$ cat src/rtl/ps2_pkg.sv
// Shared PS/2 definitions: transmitter state encoding, host command bytes,
// the device acknowledge code and the frame parity helper.
package ps2_pkg;

  typedef enum logic [2:0] {
    IDLE      = 3'd0,
    INHIBIT   = 3'd1,
    SETUP     = 3'd2,
    BITS      = 3'd3,
    ACK       = 3'd4,
    WAIT_IDLE = 3'd5
  } ps2_tx_state_e;

  localparam logic [7:0] CMD_SET_LED = 8'hED;
  localparam logic [7:0] CMD_ENABLE  = 8'hF4;
  localparam logic [7:0] CMD_RESET   = 8'hFF;
  localparam logic [7:0] ACK_CODE    = 8'hFA;

  // Index of the stop bit within a host frame; 0..7 data, 8 parity.
  localparam logic [3:0] STOP_IDX = 4'd9;

  function automatic logic odd_parity(input logic [7:0] d);
    return ~^d;
  endfunction

endpackage

$ cat src/rtl/ps2_line_sync.sv
// Two-flop synchroniser for the PS/2 clock and data lines with a falling-edge
// strobe on the clock; idle level of both lines is high.
module ps2_line_sync (
  input  logic clk_i,
  input  logic rst_i,
  input  logic clk_line_i,
  input  logic dat_line_i,
  output logic clk_s_o,
  output logic dat_s_o,
  output logic fall_o
);

  logic clk_m_q, clk_s_q, clk_prev_q;
  logic dat_m_q, dat_s_q;

  always_ff @(posedge clk_i or posedge rst_i) begin
    if (rst_i) begin
      clk_m_q    <= 1'b1;
      clk_s_q    <= 1'b1;
      clk_prev_q <= 1'b1;
      dat_m_q    <= 1'b1;
      dat_s_q    <= 1'b1;
    end else begin
      clk_m_q    <= clk_line_i;
      clk_s_q    <= clk_m_q;
      clk_prev_q <= clk_s_q;
      dat_m_q    <= dat_line_i;
      dat_s_q    <= dat_m_q;
    end
  end

  assign clk_s_o = clk_s_q;
  assign dat_s_o = dat_s_q;
  assign fall_o  = clk_prev_q & ~clk_s_q;

endmodule

$ cat src/rtl/ps2_host_tx.sv
// Host-to-device PS/2 command transmitter driving open-drain clock/data enables.
// Define PS2_TX_RETRY_EN to retry a NACKed or timed-out byte once before err.
module ps2_host_tx
  import ps2_pkg::*;
#(
  parameter int INHIBIT_CYC = 6000,
  parameter int SETUP_CYC   = 50,
  parameter int TIMEOUT_CYC = 1000000
) (
  input  logic       clk50,
  input  logic       reset,
  input  logic [7:0] tx_data,
  input  logic       tx_vld,
  output logic       tx_rdy,
  input  logic       ps2_clk_in,
  input  logic       ps2_dat_in,
  output logic       ps2_clk_oe,
  output logic       ps2_dat_oe,
  output logic       busy,
  output logic       done,
  output logic       err
);

`ifdef PS2_TX_RETRY_EN
  localparam bit RETRY_EN = 1'b1;
`else
  localparam bit RETRY_EN = 1'b0;
`endif

  localparam int MAX_A   = (INHIBIT_CYC > SETUP_CYC) ? INHIBIT_CYC : SETUP_CYC;
  localparam int MAX_CYC = (MAX_A > TIMEOUT_CYC) ? MAX_A : TIMEOUT_CYC;
  localparam int CNT_W   = $clog2(MAX_CYC + 1);

  ps2_tx_state_e    state_q;
  logic [CNT_W-1:0] cnt_q, cnt_d;
  logic [3:0]       idx_q;
  logic [8:0]       frame_q;
  logic             nack_q, retried_q;
  logic             clk_oe_q, dat_oe_q, tx_rdy_q, busy_q, done_q, err_q;

  logic clk_s, dat_s, fall;
  logic tx_bit_d, active_d, timeout_d, lines_idle_d, fail_d, retry_d, accept_d;

  ps2_line_sync u_sync (
    .clk_i      (clk50),
    .rst_i      (reset),
    .clk_line_i (ps2_clk_in),
    .dat_line_i (ps2_dat_in),
    .clk_s_o    (clk_s),
    .dat_s_o    (dat_s),
    .fall_o     (fall)
  );

  always_comb begin
    cnt_d        = cnt_q + CNT_W'(1);
    accept_d     = (state_q == IDLE) && tx_vld && tx_rdy_q;
    tx_bit_d     = (idx_q < STOP_IDX) ? frame_q[idx_q] : 1'b1;
    active_d     = (state_q == BITS) || (state_q == ACK) || (state_q == WAIT_IDLE);
    // A fall in the same cycle as expiry counts as the device still being alive.
    timeout_d    = active_d && !fall && (cnt_q == CNT_W'(TIMEOUT_CYC - 1));
    lines_idle_d = clk_s && dat_s;
    fail_d       = timeout_d || ((state_q == WAIT_IDLE) && lines_idle_d && nack_q);
    retry_d      = RETRY_EN && fail_d && !retried_q;
  end

  // Frame payload is pure data and only meaningful after an accept.
  always_ff @(posedge clk50) begin
    if (accept_d) frame_q <= {odd_parity(tx_data), tx_data};
  end

  always_ff @(posedge clk50 or posedge reset) begin
    if (reset) begin
      state_q   <= IDLE;
      cnt_q     <= '0;
      idx_q     <= '0;
      nack_q    <= 1'b0;
      retried_q <= 1'b0;
      clk_oe_q  <= 1'b0;
      dat_oe_q  <= 1'b0;
      tx_rdy_q  <= 1'b1;
      busy_q    <= 1'b0;
      done_q    <= 1'b0;
      err_q     <= 1'b0;
    end else begin
      done_q <= 1'b0;
      err_q  <= 1'b0;
      cnt_q  <= cnt_d;
      if (retry_d) begin
        retried_q <= 1'b1;
        state_q   <= INHIBIT;
        cnt_q     <= '0;
        clk_oe_q  <= 1'b1;
        dat_oe_q  <= 1'b0;
      end else if (fail_d) begin
        state_q  <= IDLE;
        clk_oe_q <= 1'b0;
        dat_oe_q <= 1'b0;
        tx_rdy_q <= 1'b1;
        busy_q   <= 1'b0;
        err_q    <= 1'b1;
      end else begin
        unique case (state_q)
          IDLE: begin
            cnt_q <= '0;
            if (accept_d) begin
              state_q   <= INHIBIT;
              clk_oe_q  <= 1'b1;
              tx_rdy_q  <= 1'b0;
              busy_q    <= 1'b1;
              retried_q <= 1'b0;
            end
          end
          INHIBIT: begin
            if (cnt_q == CNT_W'(INHIBIT_CYC - 1)) begin
              state_q  <= SETUP;
              dat_oe_q <= 1'b1;
              cnt_q    <= '0;
            end
          end
          SETUP: begin
            if (cnt_q == CNT_W'(SETUP_CYC - 1)) begin
              state_q  <= BITS;
              clk_oe_q <= 1'b0;
              cnt_q    <= '0;
              idx_q    <= '0;
            end
          end
          BITS: begin
            if (fall) begin
              cnt_q    <= '0;
              dat_oe_q <= ~tx_bit_d;
              idx_q    <= idx_q + 4'd1;
              if (idx_q == STOP_IDX) state_q <= ACK;
            end
          end
          ACK: begin
            dat_oe_q <= 1'b0;
            if (fall) begin
              cnt_q   <= '0;
              nack_q  <= dat_s;
              state_q <= WAIT_IDLE;
            end
          end
          WAIT_IDLE: begin
            // NACK with idle lines is handled as a failure above.
            if (lines_idle_d) begin
              state_q  <= IDLE;
              tx_rdy_q <= 1'b1;
              busy_q   <= 1'b0;
              done_q   <= 1'b1;
            end
          end
          default: state_q <= IDLE;
        endcase
      end
    end
  end

  assign ps2_clk_oe = clk_oe_q;
  assign ps2_dat_oe = dat_oe_q;
  assign tx_rdy     = tx_rdy_q;
  assign busy       = busy_q;
  assign done       = done_q;
  assign err        = err_q;

endmodule
$ cat config.mk
export PLATFORM = sky130hd
export DESIGN_NAME = ps2_host_tx
export DESIGN_NICKNAME = d
export VERILOG_FILES = /design/src/rtl/ps2_pkg.sv /design/src/rtl/ps2_line_sync.sv /design/src/rtl/ps2_host_tx.sv
export SDC_FILE = /design/constraint.sdc
export NUM_CORES = 1
export LEC_CHECK = 0
export ABC_CLOCK_PERIOD_IN_PS = 5550
export BUFFER_PORTS_ARGS = -buffer_cell sky130_fd_sc_hd__buf_2
export CORE_ASPECT_RATIO = 1.2
export CORE_MARGIN = 3
export CORE_UTILIZATION = 55
export DETAILED_ROUTE_END_ITERATION = 7
export PLACE_DENSITY = 0.81
export SLEW_MARGIN = 5
export SYNTH_ARGS = -nofsm -noshare
export SYNTH_HDL_FRONTEND = slang
export SYNTH_SLANG_ARGS = --single-unit
$ cat constraint.sdc
create_clock -name clk50 -period 5.55 [get_ports clk50]
set_clock_uncertainty 0.15 [all_clocks]
set_input_delay 0.555 -clock clk50 [delete_from_list [all_inputs] [get_ports clk50]]
set_output_delay 0.555 -clock clk50 [all_outputs]
set_load 0.02 [all_outputs]
==> results of run 1 <==
-- stage by stage --
step	power (mW)	cells	util	hold WS (ns)	cell area [um^2]
after floorplan	0.7457	229	-	0.1952	2391
after global placement	0.8204	297	0.6249	0.1969	2541
after detailed placement	0.8332	297	0.6249	0.1968	2541
after CTS	1.028	305	0.6446	0.1944	2621
after global routing	1.089	305	0.6446	0.1867	2621
final	1.019	305	0.6446	0.2026	2621
-- power by group --
part / internal [mW] / switching (mW)
clock network: 0.0878 / 0.105
logic: 0.141 / 0.206
registers: 0.414 / 0.0657
total: 0.642 / 0.377
-- path summary, 6_finish.rpt --
check / from / slack (ns) / cells past startpoint / endpoint
setup / recovery: cnt_q[7] / 2.75 / 5 / cnt_q[16]
hold / removal: ps2_clk_in / 0.20 / 1 / u_sync.clk_m_q
setup reg to reg: cnt_q[7] / 2.75 / 5 / cnt_q[16]
hold reg to reg: u_sync.clk_m_q / 0.21 / 0 / u_sync.clk_s_o
max in group asynchronous: reset / 4.70 / 3 / u_sync.clk_m_q
min in group asynchronous: reset / 0.21 / 3 / idx_q[0]
-- per-layer routing --
metal	share of wire	vias up	GRT usage	wire [um]
li1	-	830	-	-
met3	0.033	8	0.04292	147
met2	0.52	29	0.3208	2325
met1	0.43	820	0.2483	1924
met5	0	-	0	0
met4	0.020	0	0.06504	91
-- kinds of logic after synthesis --
family / count (synthesis) / synth area share
flip-flops: 48 / 0.5243
AO/OA/AOI/OAI: 28 / 0.08111
AND/OR/NAND/NOR: 103 / 0.2172
adder cells (fa/ha/maj): 5 / 0.02616
XOR/XNOR: 24 / 0.08791
multiplexers: 7 / 0.04081
buffers and inverters: 14 / 0.02250
-- synth_stat cells, types with 3 or more instances --
cell type                   n
sky130_fd_sc_hd__nand2_1   21
sky130_fd_sc_hd__dfrtp_1   33
sky130_fd_sc_hd__and3_1     6
sky130_fd_sc_hd__ha_1       5
sky130_fd_sc_hd__nand3_1   12
sky130_fd_sc_hd__inv_1      9
sky130_fd_sc_hd__edfxtp_1   9
sky130_fd_sc_hd__nand2b_1   5
sky130_fd_sc_hd__dfstp_2    6
sky130_fd_sc_hd__nor2_1    29
sky130_fd_sc_hd__mux2i_1    3
sky130_fd_sc_hd__xnor2_1   12
sky130_fd_sc_hd__o21ai_0    7
sky130_fd_sc_hd__xor2_1    12
sky130_fd_sc_hd__nor3_1     9
sky130_fd_sc_hd__nor2b_1    5
sky130_fd_sc_hd__a21oi_1    9
sky130_fd_sc_hd__nand4_1    5
sky130_fd_sc_hd__clkbuf_1   4
-- final cells by class --
cell class              count  share of cell area
clock buffers               7             0.02912
clock inverters             1            0.001432
inverters                   9             0.01289
multi-input cells         167              0.4153
flip-flops and latches     48              0.4783
well taps                  54             0.02578
repair buffers             19             0.03723
-- cells in the final DEF (no fill, tap or decap), drive strengths merged, types with 3 or more instances in the layout --
master,synthesis,layout
xor2,12,12
dfrtp,33,33
nand2,21,21
xnor2,12,12
clkbuf,4,7
a21oi,9,9
nand4,5,5
ha,5,5
nor2b,5,5
a31oi,3,3
dfstp,6,6
nand2b,5,5
nor2,29,29
o21ai,8,8
edfxtp,9,9
and3,6,6
nor3,10,10
inv,9,9
mux2i,3,3
buf,1,19
nand3,12,12
-- state kept, by name (all words and copies together), names as in the netlist, 3 cells and up --
name / count
cnt_q: 20
frame_q: 9
idx_q: 4
state_q: 3
==> results.txt, run 1 <==
- Initial antenna violation count: 0
- Measured along the x axis, the die boundary spans 66.19 um.
* Clk slew on worst S/H paths: 0.08 ns
- For this run, the slowest stage of the critical path takes 1.00 ns.
* Worst max-slew margin expressed relative to the limit: 0.2001
- Dominant cells by area after synthesis: sky130_fd_sc_hd__dfrtp_1 35%, sky130_fd_sc_hd__edfxtp_1 11%, sky130_fd_sc_hd__dfstp_2 6.6%
- Setup violations remaining at the end of the flow were counted as 0.
* Startpoint types: register
* Max-slew violation count: 0
- The hold violation total from the final report was 0.
- Of the post-synthesis cell area, the dominant cell type holds 0.3454.
* Mapped Avg Cell Area: 10.44 um^2
* Yosys reg bits: 48
* Pin count of the biggest net entering global routing: 40
- At the pin with the least slew margin, the transition time is 1.193 ns.
- In this run the static leakage power is approximately 1.1 nW.
- Sum of negative setup slack: 0 ns
- Yosys mapped a number of flops with a built-in enable equal to 9.
- Timing analysis after detailed placement gives a worst setup slack of between 2 and 3 ns.
- Fraction of final layout cells sized beyond drive strength 1: 0.1594
* Total CTS buffers: 5
- Registers take about 1300 um^2.
* Remaining DRCs: 0
- For this run, the leading register cell type out of synthesis is sky130_fd_sc_hd__dfrtp_1.
* Final setup margin: ~2.7 ns
- Count of standard-cell rows: 25
- The routed design has about 4500 um of wire.
- Total half-perimeter wirelength after legalization and detailed placement: roughly 3300 um
- For this run the aggregate overflow at the end of global routing stands at 0.
- The number of nets in the synthesized netlist is roughly 250.
- The signal on the critical path passes through or4_4 -> nor3_4 -> a31oi_2 -> nor3_2 -> nor2_1.
* Data required time of the critical path: about 5.5 ns
* Sequential-to-total area share from yosys stat: 0.5243
- The number of buffers and inverters on the critical path is 0.
- The worst-case IR drop observed on VDD is between 0.2 and 0.25 mV.
* Library cells used by synthesis: 43
* Violation count after the first detailed-routing iteration: 96
- For the worst setup path, the data arrival time is 2.78 ns.
- Largest buffer count on any clock path: 2
- CTS Hold Bufs: 0
- Peak fanout along the critical path: 20
- The critical path is of the reg -> reg type.
* Htree depth: 2
- Post-route minimum period: approximately 2.8 ns
- Number of nets in the layout: 268
- The initial utilization of the core area, before any placement, comes to 0.5880.
* Vias in the first global route: 1713
- Fillers: 326
- The congestion estimate from routability-driven global placement came to 0.8710.
- The die covers around 5200 um^2.
- Using the TritonRoute via totals, the vias-per-cell ratio works out to 5.531.
* Global-route wire length before repair: approximately 7700 um
* Clock Sink Count: 48
- Total global-route track usage: 0.1936
- The flow ran to the end, and the final reports show no timing, DRC or antenna violations.
- Count of inserted antenna diode cells: 0
* Highest Clock Rate: 357.1 MHz
- TritonCTS built the clock tree.
- Compared with the post-synthesis result, the final layout area differs by 9.628%.
- Number of buffers inserted by post-CTS setup repair: 0
- P per Cell Area: 388.9 nW/um^2
* Cell accounting for the most synthesized area: sky130_fd_sc_hd__dfrtp_1
* Share of synthesized registers carrying an async set or reset: 0.8125
* Clock root buffer: sky130_fd_sc_hd__clkbuf_8
* Number of instances in the synthesized netlist: 229
- For this run, the number of Yosys warnings is 0.
* Core area: 4066 um^2
- The tool flagged a number of max-cap violations equal to 0.
* Gate family responsible for the most delay along the worst path: simple AND/OR/NAND/NOR gates
- Class of the worst hold path: in -> reg
* Post-cts sizing count: 0
- From bottom edge to top edge, the die measures 78.23 um.
* Port buffer count: 18
- Worst skew pair latency: 0.30 ns
* Cell Area, Synth: 2391 um^2
- Crit. End Element: register
* Unrepaired setup endpoints after global routing: false
* Router iterations before antenna repair: 4
- In the finished design, the share of the clock period the worst path needs comes to 0.5046.
* Vias after detailed routing: about 1700
* Average routed wire per standard cell: 14.72 um
- Boundary Pins: 19
- Routed Antenna Nets: 0
- Area taken by multi-input logic gates: 1089 um^2
- The largest individual stage delay along the critical path comes from the cell sky130_fd_sc_hd__nor3_2.
Note: power is estimated with default switching activity, not from simulation.
==> inputs of run 2 (changes only) <==
--- a/config.mk
+++ b/config.mk
@@ -5,7 +5,7 @@
 export SDC_FILE = /design/constraint.sdc
 export NUM_CORES = 1
 export LEC_CHECK = 0
-export ABC_CLOCK_PERIOD_IN_PS = 5550
+export ABC_CLOCK_PERIOD_IN_PS = 2800
 export BUFFER_PORTS_ARGS = -buffer_cell sky130_fd_sc_hd__buf_2
 export CORE_ASPECT_RATIO = 1.2
 export CORE_MARGIN = 3
==> constraint.sdc (replaced) <==
create_clock -name clk50 -period 2.8 [get_ports clk50]
set_clock_uncertainty 0.15 [all_clocks]
set_input_delay 0.28 -clock clk50 [delete_from_list [all_inputs] [get_ports clk50]]
set_output_delay 0.28 -clock clk50 [all_outputs]
set_load 0.02 [all_outputs]
==> results.txt, run 2 (synthesis results as in run 1) <==
- The initial standard-cell utilization of the core was 0.5880 (unchanged).
- The core area was 4066 um^2 (unchanged).
* Die Wd: 66.19 um (unchanged)
- Total CTS buffers: 5 (unchanged)
- Fraction of final layout cells sized beyond drive strength 1: 0.1790 (+0.01963)
* Data arrival time at the worst-slack endpoint: 2.45 ns (-0.33 ns)
- In the final layout, the registers with the most flip-flops are cnt_q: 20 flops, frame_q: 9 flops, idx_q: 4 flops.
* P per Cell Area: 794.7 nW/um^2 (+100%)
- Sum of negative setup slack: 0 ns (unchanged)
* Total wire length: 4345 um (-3.2%)
- STA classifies the critical path startpoint as a register.
* Die outline height: 78.23 um (unchanged)
- The post-route clock period utilization was 0.8585 (+0.3539).
- Remaining DRCs: 0 (unchanged)
- Commonest non-fill, non-tap cell in the layout: sky130_fd_sc_hd__dfrtp_1
* Highest Clock Rate: 416.0 MHz (+17%)
* Boundary Pins: 19 (unchanged)
- Count of standard-cell rows: 25 (unchanged)
- Max-slew violation count: 0 (unchanged)
* TritonCTS clock tree: done
- The net count reported at finish is 274 (+2.2%).
* Port buffer count: 18 (unchanged)
- Global placement routability congestion: 0.8953 (+2.8%)
* Worst skew pair latency: 0.30 ns (about the same)
* Hold violation count in the final report: 0 (unchanged)
- Clock root buffer: sky130_fd_sc_hd__clkbuf_8
* Clock Sink Count: 48 (unchanged)
* Count of inserted antenna diode cells: 0 (unchanged)
- Clk slew on worst S/H paths: 0.09 ns (about the same)
- Area grow syn2layout: 13.13%
- The global-route wire length before repair came to 7665 um (-0.27%).
- The critical path required time came to 2.85 ns (-2.68 ns).
- The antenna violation net count after detailed routing is 0 (unchanged).
- The placed wire-length estimate after detailed placement came to 3145 um (-4.2%).
* Critical Setup Path Class: reg -> reg
- The worst slew margin relative to its limit came to 0.6882 (+0.4881).
* Initial antenna violation count: 0 (unchanged)
- The leakage dissipation was 1.158 nW (+3.8%).
- Crit. End Element: register
- The global router's overall resource usage was 0.1928 (-0.0007835).
- Average routed wire per standard cell: 13.97 um (-5.1%)
- The die outline area was 5178 um^2 (unchanged).
- The max-capacitance violation count is 0 (unchanged).
- Count of final setup violators: 0 (unchanged)
- Vias per std cell: 5.495 (-0.65%)
- Class of the worst hold path: in -> reg
- Area of all placed cells without fillers: 2705 um^2 (+3.2%)
- The overflow left after global routing is 0 (unchanged).
- More flip-flops sit in one register than any other, and that register is cnt_q.
* Router iterations before antenna repair: 4 (unchanged)
* Htree depth: 2 (unchanged)
- The number of cells upsized or downsized after cts came to 0 (unchanged).
- Placed Area: 2564 um^2 (+0.89%)
* Post-route minimum period: 2.404 ns (-0.3967 ns)
- Worst-Margin Slew: 0.4677 ns (-0.7257 ns)
* Number of flip-flops under the largest register name: 20 (unchanged)
- Peak fanout along the critical path: 6 (-70%)
* Outcome: finished, final reports clean
* Largest buffer count on any clock path: 2 (unchanged)
* Vias in the first global route: 1732 (+1.1%)
* Vias after detailed routing: 1709 (+1.3%)
- The pin count of the biggest net entering global routing was 40 (unchanged).
* Number of buffers inserted by post-CTS setup repair: 0 (unchanged)
- Hold WS: 0.02251 ns (-0.1800 ns)
- Violation count after the first detailed-routing iteration: 112 (+17%)
* Unrepaired setup endpoints after global routing: false
- The maximum ir drop on the vdd rail was 0.4889 mV (+130%).
* Most used cells in the layout excluding fill and tap cells: 33 x sky130_fd_sc_hd__dfrtp_1, 29 x sky130_fd_sc_hd__nor2_1, 21 x sky130_fd_sc_hd__nand2_1
run 2: cell types whose count changed in the layout (fill, tap and decap cells not counted):
cell | previous run | this run
sky130_fd_sc_hd__buf_4 | 1 | 4
sky130_fd_sc_hd__clkinv_1 | 1 | 0
sky130_fd_sc_hd__clkinvlp_4 | 0 | 1
sky130_fd_sc_hd__clkinv_2 | 0 | 1
sky130_fd_sc_hd__clkbuf_1 | 2 | 0
sky130_fd_sc_hd__bufinv_16 | 0 | 1
sky130_fd_sc_hd__dlygate4sd3_1 | 0 | 3
run 2: power breakdown:
group          total, mW  switching [mW]  internal [mW]
Clock              0.487           0.223          0.264
Sequential         0.953           0.133          0.820
Combinational      0.710           0.401          0.308
Total               2.15           0.758           1.39
run 2: area by class of cell:
| class | count | area (um^2) |
|---|---|---|
| tap | 54 | 67.56 |
| inverter | 9 | 33.78 |
| sequential | 48 | 1254 |
| clock inverter | 3 | 42.54 |
| clock buffer | 5 | 68.82 |
| fill | 316 | 1361 |
| timing repair buffer | 25 | 150.1 |
| multi-input combinational | 167 | 1089 |
run 2: path summary, 6_finish.rpt:
kind | from | end | slack (ns) | cells after the start
max in group asynchronous | reset | u_sync.clk_s_o | 1.68 | 4
setup reg to reg | cnt_q[7] | idx_q[3] | 0.40 | 6
hold / removal | tx_data[0] | frame_q[0] | 0.02 | 1
hold reg to reg | u_sync.dat_m_q | u_sync.dat_s_o | 0.21 | 0
setup / recovery | cnt_q[7] | idx_q[3] | 0.40 | 6
min in group asynchronous | reset | cnt_q[15] | 0.47 | 4
run 2: critical path: stages, from the launching register on:
cell	delay, ns
sky130_fd_sc_hd__dfrtp_1	0.44
sky130_fd_sc_hd__or4_4	0.57
sky130_fd_sc_hd__nor3_4	0.15
sky130_fd_sc_hd__a31oi_2	0.18
sky130_fd_sc_hd__a2111oi_4	0.51
sky130_fd_sc_hd__mux2i_1	0.23
sky130_fd_sc_hd__nand2_1	0.07
run 2: routing by layer:
layer | vias to the layer above | wire, um | global-route usage
li1 | 841 | - | -
met1 | 829 | 1855 | 0.2355
met2 | 33 | 2269 | 0.3277
met3 | 6 | 150 | 0.04292
met4 | 0 | 69 | 0.07317
met5 | - | 0 | 0
run 2: what timing repair did:
item,CTS,global route
hold buffers,3,0
setup endpoints to repair,0,0
endpoints found under the hold margin,35,0
run 2: through the flow:
stage | instances | util | total power, mW | setup slack [ns]
floorplan | 229 | - | 1.478 | 0.5747
global placement | 300 | 0.6305 | 1.653 | 0.4571
detailed placement | 300 | 0.6305 | 1.668 | 0.4062
CTS | 311 | 0.6652 | 2.169 | 0.3926
global route | 311 | 0.6652 | 2.302 | 0.2402
finish | 311 | 0.6652 | 2.150 | 0.3962
==> inputs of run 3 (changes only) <==
--- a/config.mk
+++ b/config.mk
@@ -6,12 +6,13 @@
 export NUM_CORES = 1
 export LEC_CHECK = 0
 export ABC_CLOCK_PERIOD_IN_PS = 2800
-export BUFFER_PORTS_ARGS = -buffer_cell sky130_fd_sc_hd__buf_2
 export CORE_ASPECT_RATIO = 1.2
 export CORE_MARGIN = 3
 export CORE_UTILIZATION = 55
 export DETAILED_ROUTE_END_ITERATION = 7
-export PLACE_DENSITY = 0.81
+export DONT_BUFFER_PORTS = 1
+export PLACE_DENSITY = 0.77
+export SETUP_SLACK_MARGIN = 0.05
 export SLEW_MARGIN = 5
 export SYNTH_ARGS = -nofsm -noshare
 export SYNTH_HDL_FRONTEND = slang
==> results.txt, run 3 (synthesis results as in run 1) <==
- The antenna violation net count after detailed routing was 0 (unchanged).
- P_int: 1.407 mW (+1.1%)
- Total half-perimeter wirelength after legalization and detailed placement: 3297 um (+4.8%)
* Die outline height: 78.23 um (unchanged)
- Count of standard-cell rows: 25 (unchanged)
- Reg2Reg Launch Point: cnt_q[16]
- Unrepaired setup endpoints after global routing: false
- Initial antenna violation count: 0 (unchanged)
- Number of nets in the layout: 264 (-3.6%)
- Counting flops per register, the top entry is cnt_q.
- Number of standard cells in the layout, taps in and fillers out: 301 (-3.2%)
* Fraction of final layout cells sized beyond drive strength 1: 0.1134 (-0.06563)
- The pin count of the biggest net entering global routing is 22 (-45%).
* Die Wd: 66.19 um (unchanged)
* Class of the worst hold path: reg -> reg
* Number of instances on the worst hold path: 0 (-1)
* Initial core utilization: 0.5880 (unchanged)
* Part of the power in registers: 0.455 (+0.012)
- The switching portion of total power is 0.3518 (-0.0006169).
- Chain of cells forming the critical path: or4_1 -> nor2_1 -> a31oi_2 -> a2111oi_4 -> mux2i_1 -> nand2_1
- Clock Sink Count: 48 (unchanged)
* TritonCTS clock tree: done
- Number of buffers and inverters on the critical path: 0 (unchanged)
- The post-route clock period utilization came to 0.8570 (-0.001528).
- Outcome: finished, final reports clean
- The final count of negative-setup-slack endpoints is 0 (unchanged).
* Sum of negative setup slack: 0 ns (unchanged)
- Setup slack of the worst register-to-register path: 0.40 ns (about the same)
- Highest Clock Rate: 416.8 MHz (+0.18%)
- The delay of the slowest cell on the worst path is 0.52 ns (-0.05 ns).
- Final global-route overflow total: 0 (unchanged)
- The via count of the first global-routing pass is 1730 (-0.12%).
- The final-report max-slew violation count came to 0 (unchanged).
- The hold violation total from the final report came to 0 (unchanged).
* Vias after detailed routing: 1715 (+0.35%)
* End point of the most critical hold path: u_sync.clk_s_o
* Overall die area: 5178 um^2 (unchanged)
* Worst R2R Path Depth: 6 (unchanged)
- The time the worst path needs with I/O delays and setup was 2.400 ns (-0.004279 ns).
* Vias per std cell: 5.698 (+3.7%)
- The wire length per cell after detailed routing came to 15.77 um (+13%).
- Worst-path cell with the longest stage delay: sky130_fd_sc_hd__or4_1
* Htree depth: 2 (unchanged)
- Area grow syn2layout: 13.13% (unchanged)
* Crit. End Element: register
* Core area: 4066 um^2 (unchanged)
- The boundary pin count is 19 (unchanged).
- Router iterations before antenna repair: 4 (unchanged)
* Worst skew pair latency: 0.30 ns (about the same)
- The library cell used most frequently in the layout, excluding fill and tap cells, is sky130_fd_sc_hd__dfrtp_1.
* Combinational share of power: 0.307 (-0.023)
* Share of power burned in the clock network: 0.238 (+0.011)
* Total global-route track usage: 0.2026 (+0.009838)
- The number of placed instances with taps included is 282 (-6.0%).
* P per Cell Area: 802.7 nW/um^2 (+1.0%)
* Violation count after the first detailed-routing iteration: 107 (-4.5%)
- The worst setup path is of the reg -> reg kind.
- The largest registers in the layout are cnt_q: 20 flops, frame_q: 9 flops, idx_q: 4 flops.
- Clk slew on worst S/H paths: 0.09 ns (about the same)
- The flip-flop count of the largest register, all copies and words added is 20 (unchanged).
- The utilization of the core after routing is 0.6652 (unchanged).
- The number of buffers on the longest clock path is 2 (unchanged).
* Port buffer count: 0 (-18)
* Hold WS: 0.2084 ns (+0.1859 ns)
- In the layout the commonest cells are 33 x sky130_fd_sc_hd__dfrtp_1, 29 x sky130_fd_sc_hd__nor2_1, 21 x sky130_fd_sc_hd__nand2_1.
* Remaining DRCs: 0 (unchanged)
- Count of inserted antenna diode cells: 0 (unchanged)
- Worst-Margin Slew: 0.6982 ns (+0.2305 ns)
- Total CTS buffers: 5 (unchanged)
- The critical path required time was 2.84 ns (about the same).
- The global placement routability congestion is 0.9081 (+1.4%).
* Startpoint types: register
- Standby leakage power: 1.126 nW (-2.8%)
- Clock root buffer: sky130_fd_sc_hd__clkbuf_8
- The total wirelength of the detailed-routed design is 4746 um (+9.2%).
- The critical path data arrival time was 2.44 ns (about the same).
- The net switching power of the design came to 0.7639 mW (+0.83%).
- The critical-path maximum fanout was 6 (unchanged).
* Global-route wire length before repair: 7990 um (+4.2%)
- The worst hold path begins at u_sync.clk_m_q.
- The worst slew margin relative to its limit came to 0.5340 (-0.1542).
* Endpoint of the worst-slack reg-to-reg timing path: idx_q[3]
- The number of cells upsized or downsized after cts came to 0 (unchanged).
- The maximum ir drop on the vdd rail came to 0.3762 mV (-23%).
- Gate family responsible for the most delay along the worst path: simple AND/OR/NAND/NOR gates
* Overall power consumption: 2.171 mW (+1.0%)
- Max-capacitance violation count: 0 (unchanged)
-- run 3: cell types whose count changed in the layout (fill, tap and decap cells not counted) --
cell,delta
sky130_fd_sc_hd__buf_2,-18
sky130_fd_sc_hd__clkbuf_8,+1
sky130_fd_sc_hd__clkinv_2,-1
sky130_fd_sc_hd__clkinv_4,+1
sky130_fd_sc_hd__clkinvlp_4,-1
sky130_fd_sc_hd__dlygate4sd3_1,+8
-- run 3: cell type report --
cell class	instances	area, um^2
clock buffer	6	82.58
clock inverter	2	38.79
fill	322	1361
inverter	9	33.78
multi-input combinational	167	1089
sequential	48	1254
tap	54	67.56
timing repair buffer	15	140.1
-- run 3: per-layer routing --
metal / up-vias / routed length, um / track usage
met5: - / 0 / 0
met4: 0 / 119 / 0.1037
met3: 13 / 149 / 0.04864
met2: 36 / 2561 / 0.3426
met1: 834 / 1915 / 0.2344
li1: 832 / - / -
-- run 3: repair_timing --
action                                 in CTS  in global routing
buffers inserted                            0                  0
endpoints found under the hold margin      22                  0
hold buffers                               11                  0
-- run 3: worst max-delay path by stage --
stage | to | cells after the start | startpoint | slack (ns)
after floorplan | idx_q[3] | 6 | cnt_q[7] | 0.57
after global placement | idx_q[3] | 6 | cnt_q[7] | 0.46
after detailed placement | idx_q[3] | 6 | cnt_q[7] | 0.39
after CTS | idx_q[3] | 6 | cnt_q[16] | 0.37
after global routing | idx_q[3] | 6 | cnt_q[16] | 0.21
final | idx_q[3] | 6 | cnt_q[16] | 0.40
-- run 3: power groups by stage --
stage,logic (mW),registers [mW],clock network [mW]
after CTS,0.665,0.981,0.533
after global placement,0.638,0.993,0
after floorplan,0.552,0.926,0
final,0.667,0.988,0.517
after global routing,0.744,1.00,0.561
after detailed placement,0.649,0.995,0
-- run 3: metrics by stage --
| step | instance area [um^2] | setup slack (ns) |
|---|---|---|
| after global routing | 2705 | 0.2125 |
| after global placement | 2474 | 0.4563 |
| after floorplan | 2391 | 0.5747 |
| after CTS | 2705 | 0.3721 |
| after detailed placement | 2474 | 0.3860 |
| final | 2705 | 0.4005 |
